`src/rtl/bus_arbiter.sv`:
```
// Round-robin sequencer for the shared 8-bit nic8 data bus: grants one
// requester at a time, drives its LS245, strobes one LS273 and acknowledges.
module bus_arbiter #(
    parameter int SETTLE = 1
) (
    input  logic        CLK,
    input  logic        CLRB,
    input  logic [3:0]  REQ,
    input  logic [11:0] DST,
    output logic [3:0]  GNT,
    output logic [3:0]  DRVB,
    output logic [7:0]  LDB,
    output logic [3:0]  ACK,
    output logic        BUSY
);

    typedef enum logic [1:0] {
        IDLE  = 2'd0,
        DRIVE = 2'd1,
        LOAD  = 2'd2,
        DONE  = 2'd3
    } state_t;

    state_t      state, state_nx;
    logic [1:0]  last, last_nx;
    logic [1:0]  w, w_nx;
    logic [2:0]  d, d_nx;
    logic [3:0]  cnt, cnt_nx;

    logic [1:0]  pick;
    logic [1:0]  idx;
    logic        found;

    logic [3:0]  gnt_nx;
    logic [3:0]  drvb_nx;
    logic [7:0]  ldb_nx;
    logic [3:0]  ack_nx;
    logic        busy_nx;

    // Search starts just after the previous winner; k=4 wraps back to LAST itself.
    always_comb begin
        pick  = 2'd0;
        idx   = 2'd0;
        found = 1'b0;
        for (int k = 1; k <= 4; k++) begin
            idx = last + 2'(k);
            if (!found && REQ[idx]) begin
                pick  = idx;
                found = 1'b1;
            end
        end
    end

    always_comb begin
        state_nx = state;
        last_nx  = last;
        w_nx     = w;
        d_nx     = d;
        cnt_nx   = cnt;
        case (state)
            IDLE: begin
                if (found) begin
                    w_nx     = pick;
                    d_nx     = DST[3*pick +: 3];
                    cnt_nx   = 4'(SETTLE);
                    state_nx = DRIVE;
                end
            end
            DRIVE: begin
                cnt_nx = cnt - 4'd1;
                if (cnt == 4'd1) begin
                    state_nx = LOAD;
                end
            end
            LOAD: begin
                state_nx = DONE;
            end
            DONE: begin
                last_nx  = w;
                state_nx = IDLE;
            end
            default: begin
                state_nx = IDLE;
            end
        endcase
    end

    // Outputs are decoded from the upcoming state and registered, because LDB
    // clocks the destination registers directly and must never glitch.
    always_comb begin
        gnt_nx  = 4'h0;
        drvb_nx = 4'hF;
        ldb_nx  = 8'hFF;
        ack_nx  = 4'h0;
        busy_nx = (state_nx != IDLE);
        case (state_nx)
            DRIVE: begin
                gnt_nx[w_nx]  = 1'b1;
                drvb_nx[w_nx] = 1'b0;
            end
            LOAD: begin
                gnt_nx[w_nx]  = 1'b1;
                drvb_nx[w_nx] = 1'b0;
                ldb_nx[d_nx]  = 1'b0;
            end
            DONE: begin
                ack_nx[w_nx] = 1'b1;
            end
            default: begin
            end
        endcase
    end

    always_ff @(posedge CLK or negedge CLRB) begin
        if (!CLRB) begin
            state <= IDLE;
            last  <= 2'd3;
            w     <= 2'd0;
            d     <= 3'd0;
            cnt   <= 4'd0;
            GNT   <= 4'h0;
            DRVB  <= 4'hF;
            LDB   <= 8'hFF;
            ACK   <= 4'h0;
            BUSY  <= 1'b0;
        end else begin
            state <= state_nx;
            last  <= last_nx;
            w     <= w_nx;
            d     <= d_nx;
            cnt   <= cnt_nx;
            GNT   <= gnt_nx;
            DRVB  <= drvb_nx;
            LDB   <= ldb_nx;
            ACK   <= ack_nx;
            BUSY  <= busy_nx;
        end
    end

endmodule
```
`config.mk`:
```
export PLATFORM = sky130hd
export DESIGN_NAME = bus_arbiter
export DESIGN_NICKNAME = d
export VERILOG_FILES = /design/src/rtl/bus_arbiter.sv
export SDC_FILE = /design/constraint.sdc
export NUM_CORES = 1
export LEC_CHECK = 0
export ABC_AREA = 1
export BUFFER_PORTS_ARGS = -buffer_cell sky130_fd_sc_hd__buf_4
export CORE_MARGIN = 8
export CORE_UTILIZATION = 45
export DETAILED_ROUTE_END_ITERATION = 12
export GPL_ROUTABILITY_DRIVEN = 1
export GPL_TIMING_DRIVEN = 0
export PLACE_DENSITY = 0.68
export SKIP_LAST_GASP = 1
export SLEW_MARGIN = 15
export SYNTH_ARGS = -nofsm -noshare
export SYNTH_HDL_FRONTEND = slang
export SYNTH_SLANG_ARGS = --single-unit
```
`constraint.sdc`:
```
create_clock -name CLK -period 2.7 [get_ports CLK]
set_clock_uncertainty 0.05 [all_clocks]
set_input_delay 0.135 -clock CLK [delete_from_list [all_inputs] [get_ports CLK]]
set_output_delay 0.135 -clock CLK [all_outputs]
set_load 0.01 [all_outputs]
```
==> results.sh, run 1 <==
export IMPL_status="completed"
export IMPL_drc_errors=0
export IMPL_postSynthAreaPerCell_um2=9.023
export IMPL_crit_required_ns=2.88
export IMPL_ys_seq_elements=34
export IMPL_clk_pin_slew_ns=0.06
export IMPL_slew_viol_final=0
export IMPL_seq_area_frac_synth=0.4627
export IMPL_fillers=371
export IMPL_drt_iter0_markers=32
export IMPL_start_util=0.4692
export IMPL_critPathKind="reg -> reg"
export IMPL_dp_hpwl_mm=2.725
export IMPL_r2r_end="GNT[2]"
export IMPL_root_buffer="clkbuf_8"
export IMPL_vdd_drop_max_mv=0.7208
export IMPL_place_area_um2=2225
export IMPL_rr_worst_depth=13
export IMPL_syn_cell_area_um2=1877
export IMPL_rr_startpoint="last[0]"
export IMPL_cpPeakStageDelay_ns=0.54
export IMPL_synth_area_leaders="dfrtp_1 (27%), dfstp_2 (20%), nand2_1 (9.0%)"
export IMPL_avgViaCountPerCell=4.531
export IMPL_die_h_um=80.58
export IMPL_core_area_um2=4000
export IMPL_crit_fanout=10
export IMPL_gp_congestion=0.7708
export IMPL_cap_violations=0
export IMPL_wl_mm=3.440
export IMPL_vias=1382
export IMPL_clock_sinks=34
export IMPL_fin_crit_ns=2.476
export IMPL_yosysTopAreaCellShare=0.2667
export IMPL_reg2reg_slack_ns=0.22
export IMPL_detail_route_antenna_nets=0
export IMPL_leakagePower_nw=1.218
export IMPL_cts_setup_buffers=0
export IMPL_row_count=23
export IMPL_clk_insertion_delay_late_ns=0.28
export IMPL_grt_start_max_net_pins=35
export IMPL_antenna_found_initial=0
export IMPL_netlist_cell_type_count=28
export IMPL_num_io_pins=39
export IMPL_yosysWarnings=0
export IMPL_syn_to_final_growth_pct=24.93
export IMPL_finalCritPeriodShare=0.9170
export IMPL_synth_area_leader_cell="dfrtp_1"
export IMPL_rsz0062_at_grt="no"
export IMPL_grt_pass1_vias=1334
export IMPL_regArea_um2=868.3
export IMPL_syn_nets=230
export IMPL_min_to="d[0]"
export IMPL_tns_ns=0
export IMPL_cp_end_kind="register"
export IMPL_clockBufferDepth=2
export IMPL_crit_start="last[0]"
export IMPL_multi_input_area_um2=847.1
export IMPL_setup_worst_path_start_class="register"
export IMPL_grt_pass1_wl_mm=5.713
export IMPL_cts_tree="yes"
export IMPL_antenna_cells=0
export IMPL_hold_path_depth=5
export IMPL_relSlewSlack=0.7365
export IMPL_syn_inst=208
export IMPL_hp_class="in -> reg"
export IMPL_path_cells="buf_6 > nand2_1 > nand3_2 > nand2_4 > nor2_8 > nand4_2 > nand2_4 > inv_2 > nor3_1 > ha_1 > inv_1 > nand3_1 > inv_1"
export IMPL_hold_violations=0
export IMPL_nNetsFinal=276
export IMPL_grt_usage=0.1128
export IMPL_max_clock_freq_mhz=403.9
export IMPL_slowest_stage="dfstp_2"
export IMPL_numPortBuffers=38
export IMPL_p_per_area_nw_per_um2=1348
export IMPL_grt_overflow=0
export IMPL_tightest_slew_ns=0.3952
export IMPL_die_area_um2=6493
export IMPL_die_w_um=80.58
export IMPL_final_layout_size_suffix_gt1_frac=0.4431
export IMPL_cts_buffers=5
export IMPL_htree_levels=2
export IMPL_setup_viol=0
export IMPL_min_from="DST[9]"
export IMPL_drt_pass1_iterations=4
export IMPL_arrival_ns=2.65
export IMPL_post_drt_wl_per_cell_um=11.28
export IMPL_stdcell_area_um2=2345
## cells in the final DEF, fill, tap and decap left out
cell and instances:
a21oi_1 4, a21oi_4 1, buf_4 38, buf_6 1, clkbuf_8 8, dfrtp_1 20, dfstp_2 14, dlygate4sd3_1 1
ha_1 4, inv_1 30, inv_2 10, nand2_1 45, nand2_2 11, nand2_4 7, nand2_8 1, nand3_1 20
nand3_2 8, nand3_4 3, nand4_1 1, nand4_2 1, nor2_1 8, nor2_2 4, nor2_4 1, nor2_8 1
nor3_1 3, o21ai_0 5, o21ai_2 1, o21ai_4 1, o22ai_1 1, or2_2 1, or2_4 1
## layout make-up
| class | instances | area share |
|---|---|---|
| tap | 50 | 0.02668 |
| timing repair buffer | 39 | 0.1259 |
| clock buffer | 8 | 0.04696 |
| inverter | 40 | 0.06403 |
| sequential | 34 | 0.3703 |
| buffer | 1 | 0.004803 |
| multi-input combinational | 133 | 0.3613 |
## synth_stat cells
| cell | count |
|---|---|
| or2_2 | 1 |
| o21ai_4 | 1 |
| buf_6 | 1 |
| nand4_2 | 1 |
| nand2_2 | 11 |
| nor3_1 | 3 |
| nand3_1 | 20 |
| inv_2 | 10 |
| dfrtp_1 | 20 |
| nor2_2 | 4 |
| nor2_4 | 1 |
| inv_1 | 30 |
| ha_1 | 4 |
| o21ai_0 | 5 |
| or2_4 | 1 |
| dfstp_2 | 14 |
| a21oi_4 | 1 |
| o21ai_2 | 1 |
| nand2_1 | 45 |
| nor2_1 | 8 |
| nor2_8 | 1 |
| nand3_2 | 8 |
| nand2_4 | 7 |
| nand3_4 | 3 |
| nand2_8 | 1 |
| a21oi_1 | 4 |
| nand4_1 | 1 |
| o22ai_1 | 1 |
## where the power goes
group	internal (mW)	switching [mW]	total, mW
clock	0.257	0.169	0.426
sequential	0.704	0.0729	0.777
combinational	0.689	1.27	1.96
## worst max-delay path: cells and delay by family (launching register included)
kind	cells	cell delay, ns
fa+ha+maj	1	0.34
flops	1	0.54
simple gates	8	1.07
buf+inv	4	0.41
## per-layer routing
metal	GRT usage	vias up	share of wire
met2	0.1756	29	0.44
met1	0.1211	613	0.44
met4	0.04909	0	0.017
li1	-	734	-
met5	0	-	0
met3	0.06585	6	0.11
## timing repair
action,4_1_cts,5_1_grt
endpoints found under the hold margin,20,0
resized for setup,0,0
hold buffers,1,0
## flip-flops by register name, indices dropped and copies added (netlist names)
register,flops
last,2
LDB,8
ACK,4
cnt,4
DRVB,4
d,3
BUSY,1
state,2
GNT,4
w,2
## cell families (layout without fill, tap and decap cells)
logic type | Yosys count | in the layout | share of synthesized area
buf+inv | 41 | 88 | 0.08600
compound gates | 13 | 13 | 0.04934
fa+ha+maj | 4 | 4 | 0.02667
flops | 34 | 34 | 0.4627
simple gates | 116 | 116 | 0.3753
## through the flow
stage                     hold WS, ns  power [mW]  utilization  setup slack (ns)  cells
after floorplan               -0.2106       2.387            -            0.4535    208
after global routing           0.1635       3.453       0.5862           0.02880    305
final                          0.1470       3.160       0.5862            0.2240    305
after detailed placement      0.04667       2.762       0.5561            0.2281    296
after CTS                      0.1474       3.201       0.5862            0.1998    305
after global placement        0.04526       2.736       0.5561            0.2453    296
## how the worst max path moves through the flow
stage	endpoint	slack (ns)
after floorplan	GNT[2]	0.45
after global placement	GNT[2]	0.25
after detailed placement	GNT[2]	0.23
after CTS	GNT[2]	0.20
after global routing	GNT[2]	0.03
final	GNT[2]	0.22
No activity file was read; power rests on OpenSTA's default activity.
==> run 2: changes to the inputs <==
--- a/config.mk
+++ b/config.mk
@@ -8,11 +8,11 @@
 export ABC_AREA = 1
 export BUFFER_PORTS_ARGS = -buffer_cell sky130_fd_sc_hd__buf_4
 export CORE_MARGIN = 8
-export CORE_UTILIZATION = 45
+export CORE_UTILIZATION = 54
 export DETAILED_ROUTE_END_ITERATION = 12
 export GPL_ROUTABILITY_DRIVEN = 1
 export GPL_TIMING_DRIVEN = 0
-export PLACE_DENSITY = 0.68
+export PLACE_DENSITY = 0.79
 export SKIP_LAST_GASP = 1
 export SLEW_MARGIN = 15
 export SYNTH_ARGS = -nofsm -noshare
==> results.sh, run 2 (synthesis results as in run 1) <==
export IMPL_grt_pass1_vias=1407
export IMPL_tightest_slew_ns=0.4036
export IMPL_leakagePower_nw=1.196
export IMPL_rr_startpoint="last[0]"
export IMPL_core_area_um2=3337
export IMPL_avgViaCountPerCell=4.701
export IMPL_largest_register_ffs=8
export IMPL_comb_power_share=0.650
export IMPL_dp_hpwl_mm=2.806
export IMPL_crit_fanout=10
export IMPL_grt_overflow=0
export IMPL_gp_congestion=0.8318
export IMPL_clkPwrFrac=0.097
export IMPL_crit_required_ns=2.93
export IMPL_antenna_cells=0
export IMPL_p_switching_mw=1.537
export IMPL_finalCritPeriodShare=0.9117
export IMPL_stdcell_area_um2=2298
export IMPL_detail_route_antenna_nets=0
export IMPL_reg2reg_slack_ns=0.24
export IMPL_p_per_area_nw_per_um2=1330
export IMPL_num_io_pins=39
export IMPL_final_util=0.6888
export IMPL_vias=1415
export IMPL_cts_tree="yes"
export IMPL_hp_class="in -> reg"
export IMPL_grt_start_max_net_pins=35
export IMPL_crit_start="last[0]"
export IMPL_cts_buffers=5
export IMPL_numPortBuffers=38
export IMPL_endpoint="GNT[2]"
export IMPL_start_util=0.5624
export IMPL_slew_viol_final=0
export IMPL_syn_to_final_growth_pct=22.47
export IMPL_status="completed"
export IMPL_nNetsFinal=276
export IMPL_clk_pin_slew_ns=0.11
export IMPL_critPathKind="reg -> reg"
export IMPL_place_area_um2=2220
export IMPL_clk_insertion_delay_late_ns=0.33
export IMPL_grt_usage=0.1399
export IMPL_layout_common_cells="nand2_1 (45), buf_4 (38), inv_1 (30), dfrtp_1 (20), nand3_1 (20)"
export IMPL_post_drt_wl_per_cell_um=12.04
export IMPL_max_clock_freq_mhz=406.2
export IMPL_die_w_um=74.96
export IMPL_relSlewSlack=0.7309
export IMPL_p_seq_frac=0.253
export IMPL_row_count=21
export IMPL_drc_errors=0
export IMPL_wl_mm=3.624
export IMPL_grt_pass1_wl_mm=6.030
export IMPL_cp_end_kind="register"
export IMPL_final_layout_size_suffix_gt1_frac=0.4471
export IMPL_tns_ns=0
export IMPL_drt_pass1_iterations=4
export IMPL_switching_share=0.5025
export IMPL_setup_worst_path_start_class="register"
export IMPL_clockBufferDepth=2
export IMPL_cap_violations=0
export IMPL_clock_sinks=34
export IMPL_intPower_mw=1.521
export IMPL_final_common_cell="nand2_1"
export IMPL_vdd_drop_max_mv=0.8220
export IMPL_regMostFlops="LDB"
export IMPL_die_area_um2=5618
export IMPL_power_mw=3.058
export IMPL_die_h_um=74.96
export IMPL_root_buffer="clkbuf_4"
export IMPL_hold_violations=0
export IMPL_arrival_ns=2.69
export IMPL_setup_viol=0
export IMPL_fin_crit_ns=2.462
export IMPL_htree_levels=2
export IMPL_r2r_end="GNT[2]"
export IMPL_drt_iter0_markers=74
export IMPL_rr_worst_depth=13
export IMPL_rsz0062_at_grt="no"
export IMPL_antenna_found_initial=0
[run 2: cell count changes in the layout (fill, tap and decap cells not counted)]
cell,previous run,this run
clkinvlp_4,0,1
nor3_1,3,2
clkbuf_8,8,1
nor3_2,0,1
clkbuf_4,0,5
clkinv_2,0,1
[run 2: final cells by class]
cell class,instances,area [um^2]
multi-input cells,133,852.1
repair buffers,39,295.3
fillers,272,1039
inverters,40,150.1
well taps,46,57.56
plain buffers,1,11.26
flip-flops and latches,34,868.3
clock buffers,6,51.30
clock inverters,2,12.51
[run 2: metal layers]
metal	global-route usage	vias to the layer above	wire [um]
met5	0	-	0
li1	-	740	-
met1	0.1545	644	1572
met4	0.05870	0	62
met2	0.2265	26	1693
met3	0.06391	5	296
[run 2: per-stage QoR]
step                      setup slack [ns]  hold slack, ns  cells
after floorplan                     0.4535         -0.2106    208
after global routing               0.06593         0.09994    301
after global placement              0.2517         0.04237    292
final                               0.2383          0.1036    301
after CTS                          0.09685         0.09735    301
after detailed placement            0.1511         0.04260    292
[run 2: power groups by stage]
stage          combinational, mW  clock [mW]  sequential (mW)
2_1_floorplan               1.58           0            0.802
3_3_place_gp                1.94           0            0.781
3_5_place_dp                1.99           0            0.784
4_1_cts                     2.01       0.309            0.775
5_1_grt                     2.21       0.334            0.791
6_report                    1.99       0.296            0.774
[run 2: worst min-delay path by stage]
stage	depth (start not counted)	slack, ns	endpoint	from
global placement	1	0.04	d[2]	CLRB
floorplan	0	-0.21	ACK[0]	CLRB
detailed placement	1	0.04	d[2]	CLRB
finish	5	0.10	d[0]	DST[9]
CTS	5	0.1	d[0]	DST[9]
global route	5	0.1	d[0]	DST[9]
[run 2: critical path: stages (launching register included)]
cell     delay [ns]
dfstp_2        0.56
buf_6          0.14
nand2_1        0.10
nand3_2        0.11
nand2_4        0.08
nor2_8         0.15
nand4_2        0.12
nand2_4        0.16
inv_2          0.10
nor3_2         0.22
ha_1           0.33
inv_1          0.10
nand3_1        0.12
inv_1          0.08
[run 2: what timing repair did]
item / 4_1_cts / 5_1_grt
hold endpoints to repair: 34 / 0
hold buffers: 1 / 0
resized for setup: 0 / 1
buffers inserted: 0 / 0
setup endpoints to repair: 0 / 7
